### config.mk
export PLATFORM = sky130hd
export DESIGN_NAME = button_reader
export DESIGN_NICKNAME = d
export VERILOG_FILES = /design/src/rtl/button_reader_pkg.sv /design/src/rtl/button_channel.sv /design/src/rtl/button_reader.sv
export SDC_FILE = /design/constraint.sdc
export NUM_CORES = 1
export LEC_CHECK = 0
export CORE_UTILIZATION = 57
export DETAILED_ROUTE_END_ITERATION = 8
export GPL_TIMING_DRIVEN = 0
export PLACE_DENSITY = 0.79
export SYNTH_ARGS = -nofsm -noshare
export SYNTH_HDL_FRONTEND = slang
export SYNTH_HIERARCHICAL = 1
export SYNTH_SLANG_ARGS = --single-unit
### constraint.sdc
create_clock -name clk_in -period 2.1 [get_ports clk_in]
set_clock_uncertainty 0.15 [all_clocks]
set_input_delay 0.42 -clock clk_in [delete_from_list [all_inputs] [get_ports clk_in]]
set_output_delay 0.42 -clock clk_in [all_outputs]
set_load 0.03 [all_outputs]
### src/rtl/button_reader_pkg.sv
// Shared types and default timing for the debounced push-button reader.
package button_reader_pkg;

   typedef enum logic [1:0] {
      ST_IDLE         = 2'd0,
      ST_PRESS_WAIT   = 2'd1,
      ST_HELD         = 2'd2,
      ST_RELEASE_WAIT = 2'd3
   } btn_state_t;

   localparam int DEFAULT_NUM_BTN         = 4;
   localparam int DEFAULT_DEBOUNCE_CYCLES = 250000;
   localparam int DEFAULT_LONG_CYCLES     = 10000000;
   localparam int DEFAULT_ACTIVE_LOW      = 1;

endpackage

### src/rtl/button_channel.sv
// One button: polarity normalisation, 2-flop synchroniser, debounce and
// long-press FSM with registered level and event pulses.
module button_channel
   import button_reader_pkg::*;
#(
   parameter int DEBOUNCE_CYCLES = DEFAULT_DEBOUNCE_CYCLES,
   parameter int LONG_CYCLES     = DEFAULT_LONG_CYCLES,
   parameter int ACTIVE_LOW      = DEFAULT_ACTIVE_LOW
) (
   input  logic clk_i,
   input  logic rst_i,
   input  logic raw_i,
   output logic level_o,
   output logic press_o,
   output logic rel_o,
   output logic long_o
);

   localparam int DW = $clog2(DEBOUNCE_CYCLES);
   localparam int HW = $clog2(LONG_CYCLES);
   localparam logic [DW-1:0] DEB_LAST  = DW'(DEBOUNCE_CYCLES - 1);
   localparam logic [HW-1:0] HOLD_LAST = HW'(LONG_CYCLES - 1);
   localparam logic [HW-1:0] HOLD_PRE  = HW'(LONG_CYCLES - 2);

   logic          pressed_d;
   logic          sync1_q;
   logic          sync2_q;
   btn_state_t    state_q;
   logic [DW-1:0] deb_q;
   logic [HW-1:0] hold_q;
   logic          level_q;
   logic          press_q;
   logic          rel_q;
   logic          long_q;

   assign pressed_d = (ACTIVE_LOW != 0) ? ~raw_i : raw_i;

   always_ff @(posedge clk_i or posedge rst_i) begin
      if (rst_i) begin
         sync1_q <= 1'b0;
         sync2_q <= 1'b0;
      end else begin
         sync1_q <= pressed_d;
         sync2_q <= sync1_q;
      end
   end

   always_ff @(posedge clk_i or posedge rst_i) begin
      if (rst_i) begin
         state_q <= ST_IDLE;
         deb_q   <= '0;
         hold_q  <= '0;
         level_q <= 1'b0;
         press_q <= 1'b0;
         rel_q   <= 1'b0;
         long_q  <= 1'b0;
      end else begin
         press_q <= 1'b0;
         rel_q   <= 1'b0;
         long_q  <= 1'b0;
         case (state_q)
            ST_IDLE: begin
               if (sync2_q) begin
                  state_q <= ST_PRESS_WAIT;
                  deb_q   <= '0;
               end
            end
            ST_PRESS_WAIT: begin
               if (!sync2_q) begin
                  state_q <= ST_IDLE;
               end else if (deb_q == DEB_LAST) begin
                  state_q <= ST_HELD;
                  press_q <= 1'b1;
                  level_q <= 1'b1;
                  hold_q  <= '0;
               end else begin
                  deb_q <= deb_q + 1'b1;
               end
            end
            ST_HELD: begin
               // Saturating hold count makes the long pulse fire once per press,
               // even across rejected release glitches.
               if (hold_q != HOLD_LAST) begin
                  hold_q <= hold_q + 1'b1;
                  long_q <= (hold_q == HOLD_PRE);
               end
               if (!sync2_q) begin
                  state_q <= ST_RELEASE_WAIT;
                  deb_q   <= '0;
               end
            end
            ST_RELEASE_WAIT: begin
               if (sync2_q) begin
                  state_q <= ST_HELD;
               end else if (deb_q == DEB_LAST) begin
                  state_q <= ST_IDLE;
                  rel_q   <= 1'b1;
                  level_q <= 1'b0;
               end else begin
                  deb_q <= deb_q + 1'b1;
               end
            end
            default: state_q <= ST_IDLE;
         endcase
      end
   end

   assign level_o = level_q;
   assign press_o = press_q;
   assign rel_o   = rel_q;
   assign long_o  = long_q;

endmodule

### src/rtl/button_reader.sv
// Multi-channel debounced button reader with press/release/long events.
module button_reader
   import button_reader_pkg::*;
#(
   parameter int NUM_BTN         = DEFAULT_NUM_BTN,
   parameter int DEBOUNCE_CYCLES = DEFAULT_DEBOUNCE_CYCLES,
   parameter int LONG_CYCLES     = DEFAULT_LONG_CYCLES,
   parameter int ACTIVE_LOW      = DEFAULT_ACTIVE_LOW
) (
   input  logic               clk_in,
   input  logic               rst_in,
   input  logic [NUM_BTN-1:0] btn_raw,
   output logic [NUM_BTN-1:0] btn_level,
   output logic [NUM_BTN-1:0] btn_press,
   output logic [NUM_BTN-1:0] btn_release,
   output logic [NUM_BTN-1:0] btn_long,
   output logic               any_press
);

   logic any_q;

   for (genvar gi = 0; gi < NUM_BTN; gi++) begin : g_ch
      button_channel #(
         .DEBOUNCE_CYCLES (DEBOUNCE_CYCLES),
         .LONG_CYCLES     (LONG_CYCLES),
         .ACTIVE_LOW      (ACTIVE_LOW)
      ) u_ch (
         .clk_i   (clk_in),
         .rst_i   (rst_in),
         .raw_i   (btn_raw[gi]),
         .level_o (btn_level[gi]),
         .press_o (btn_press[gi]),
         .rel_o   (btn_release[gi]),
         .long_o  (btn_long[gi])
      );
   end

   always_ff @(posedge clk_in or posedge rst_in) begin
      if (rst_in) begin
         any_q <= 1'b0;
      end else begin
         any_q <= |btn_press;
      end
   end

   assign any_press = any_q;

endmodule

==> run summary <==
Post-route ant nets - 0
EDFF count, synth - 0
Clk root buf - clkbuf_16
Psw - 1790 µW
Placed Cells - 1,363
Mean Syn Cell Area - 9.60 µm²
Drt pass-1 iters - 7
ANT cells - 0
Area of the multi-input gates - 5680 µm²
PwrDens - 643 nW/µm²
Synth area leader - dfrtp_1
Die H - 139 µm
#FFs+latches synth - 201
Asr flop ratio synth - 100%
Mapped Cells - 1,108
CP max FO - 7
GRT overflow - 0
Outcome - complete, but fails checks
Fmax - 0.452 GHz
I/O pins - 23
Cell Area, Synth - 10,600 µm²
Unrepaired setup endpoints after global routing - yes
Largest net degree at the start of global routing - 37
Worst skew pair latency - 500 ps
H-tree depth - 1
Max reg flops - 96
RePlAce Congestion - 0.852
Unique masters post-synth - 75
Die area - 19,200 µm²
Synth Area in Compound Gates - 8.02%
Post-synthesis sequential area ratio - 47.3%
Via count - 8,777
Share of the synthesized area in the top cell type - 47.3%
Max-slew headroom at the worst pin - 51.8%
Synth area leaders - dfrtp_1 (47%), xor2_1 (5.6%), nor2_1 (4.9%)
TritonCTS clock tree - done
Largest family of logic cells by synthesized area - simple AND/OR/NAND/NOR gates
Via-per-instance ratio - 6.07
Hold_ws - 119 ps
Register area - 5030 µm²
Internal power - 6360 µW
Row count - 49
Die X - 139 µm
Req. time, crit path - 2380 ps
Sink Count - 201
Startpoint types - flip-flop
Initial antenna violation count - 0
Num CTS Buffers - 22
Max-slew violations - 0
Final HPWL DP - 14.8 mm
Worst setup margin - -111 ps
Post-Synth Simple-Gate Area - 30.7%
Nets - 1,219
Mapped Nets - 1,126
Initial Util - 58.6%
Crit. End Element - flip-flop
Largest Register - g_ch.u_ch/hold_q
Fin. Hold Viols - 0
Core footprint - 18,100 µm²
Ys Warns - 6
Final setup viols - 7
Cell Count, Final, Fillers Out - 1,445
Most frequent cell after synthesis - dfrtp_1
Largest regs - g_ch.u_ch/hold_q: 96 flops, g_ch.u_ch/deb_q: 72 flops
Clock slew at reported path FFs - 60 ps
Commonest cells in the netlist - dfrtp_1 (201), nor2_1 (140), nand2_1 (103), nand3_1 (77), xor2_1 (68)
Worst-margin pin slew - 720 ps
Worst Hold Class - input pin to asynchronous set/reset pin
Max IR drop VDD - 0.551 mV
Post-DR wirelength/cell - 16.4 µm
DRC - 4
CP Data Arrival Time - 2490 ps
First-pass GRT wire length - 39.9 mm
Pre-CTS setup slack - -279 ps
CP Class - flip-flop to flip-flop
Pleak - 0.00568 µW
Sequential power share - 48.9%
Clock group share of total power - 47.3%
Vias in the first global route - 8,538
Share of cells above drive strength 1 - 16.3%
Failing checks - design-rule violations, negative setup slack
Adder-cell share of the synthesized area - 1.41%
XOR/XNOR Fraction of Synth Area - 7.07%
Tmin final - 2210 ps
MaxCap Viol Count - 0
Gr usage total - 24.6%
Sw Ratio - 22.0%
Comb pwr share - 3.8%
Post-CTS Hold Buffers - 0
Main synth FF type - dfrtp_1
Port bufs - 22
P&R area growth vs syn - 19.2%
WL final - 23.7 mm
Clock buffer depth - 3
Fillers - 1,355
DR iter-0 viols - 559
Period utilization - 105%
Post-synthesis mux area share - 2.92%
cells by family after synthesis:
logic type,count (synthesis)
AND/OR/NAND/NOR,583
flip-flops,201
AO/OA/AOI/OAI,135
XOR/XNOR,85
buffers and inverters,62
multiplexers,30
adder cells (fa/ha/maj),12
cells in the final DEF (no fill, tap or decap), types with 12 or more instances in the layout:
master     netlist  routed
dfrtp_1        201     201
nor2_1         140     136
nand2_1        103     103
nand3_1         77      75
xor2_1          68      68
nand4_1         43      43
buf_4            0      40
o21ai_0         42      39
nor3_1          37      30
inv_1           32      28
and3_1          29      28
a21oi_1         32      28
clkbuf_16        0      23
mux2i_1         22      22
clkbuf_1        15      15
nand2b_1        15      15
xnor2_1         16      14
and2_1          12      12
through the flow:
| stage | total power [µW] | TNS, ps | area, µm² | utilization, % |
|---|---|---|---|---|
| after CTS | 8220 | -309 | 12200 | 67.3 |
| final | 8150 | -338 | 12700 | 69.8 |
| after detailed placement | 4330 | -10760 | 11200 | 61.8 |
| after global routing | 8430 | -1810 | 12700 | 69.8 |
| after floorplan | 4230 | -41.4 | 10600 | - |
| after global placement | 4300 | -171080 | 11100 | 61.4 |
power by group through the flow:
stage / clock, µW / combinational, µW / sequential (µW)
3_3_place_gp: 0 / 257 / 4050
6_report: 3860 / 309 / 3980
4_1_cts: 3940 / 303 / 3980
2_1_floorplan: 0 / 192 / 4040
5_1_grt: 4080 / 357 / 3990
3_5_place_dp: 0 / 285 / 4050
final timing paths:
path                                                        start                             endpoint  slack (ps)  depth (start not counted)
worst min-delay path                                       rst_in                  any_press$_DFF_PP0_         120                          2
max in group asynchronous                                  rst_in    g_ch[0].u_ch/deb_q[9]$_DFFE_PP0P_         970                          3
min in group clk_in                g_ch[2].u_ch/sync1_q$_DFF_PP0_       g_ch[2].u_ch/sync2_q$_DFF_PP0_         200                          0
worst min register to register     g_ch[2].u_ch/sync1_q$_DFF_PP0_       g_ch[2].u_ch/sync2_q$_DFF_PP0_         200                          0
worst max register to register  g_ch[3].u_ch/deb_q[5]$_DFFE_PP0P_  g_ch[3].u_ch/hold_q[22]$_DFFE_PP0P_        -110                          7
worst max-delay path            g_ch[3].u_ch/deb_q[5]$_DFFE_PP0P_  g_ch[3].u_ch/hold_q[22]$_DFFE_PP0P_        -110                          7
final cells by class:
| type | instances | area share [%] |
|---|---|---|
| Inverter | 32 | 0.948 |
| Clock inverter | 6 | 0.454 |
| Buffer | 27 | 1.26 |
| Timing Repair Buffer | 71 | 5.29 |
| Clock buffer | 33 | 5.31 |
| Multi-Input combinational cell | 846 | 44.8 |
| Sequential cell | 201 | 39.7 |
| Tap cell | 229 | 2.26 |
worst max-delay path, cell delays in order (launching register included):
cell	delay [ps]
dfrtp_1	450
and4bb_2	350
a31oi_1	90
a221o_1	290
buf_6	150
buf_6	120
or4_1	400
a21oi_1	140
routing by layer:
metal  GRT usage, %  part of all wire [%]  up-vias  routed length, µm
met3           3.21                   4.1       49                970
li1               -                     -     4173                  -
met4           7.57                   2.1        0                502
met1           33.1                    43     4354              10300
met5              0                     0        -                  0
met2           41.7                    50      201              12000
what timing repair did:
action,CTS,global route
pin swaps,9,21
hold endpoints to repair,0,0
gates resized for setup,43,54
buffers inserted,16,26
setup endpoints to repair,101,94
gates cloned,0,4
No activity file was read; power rests on OpenSTA's default activity.
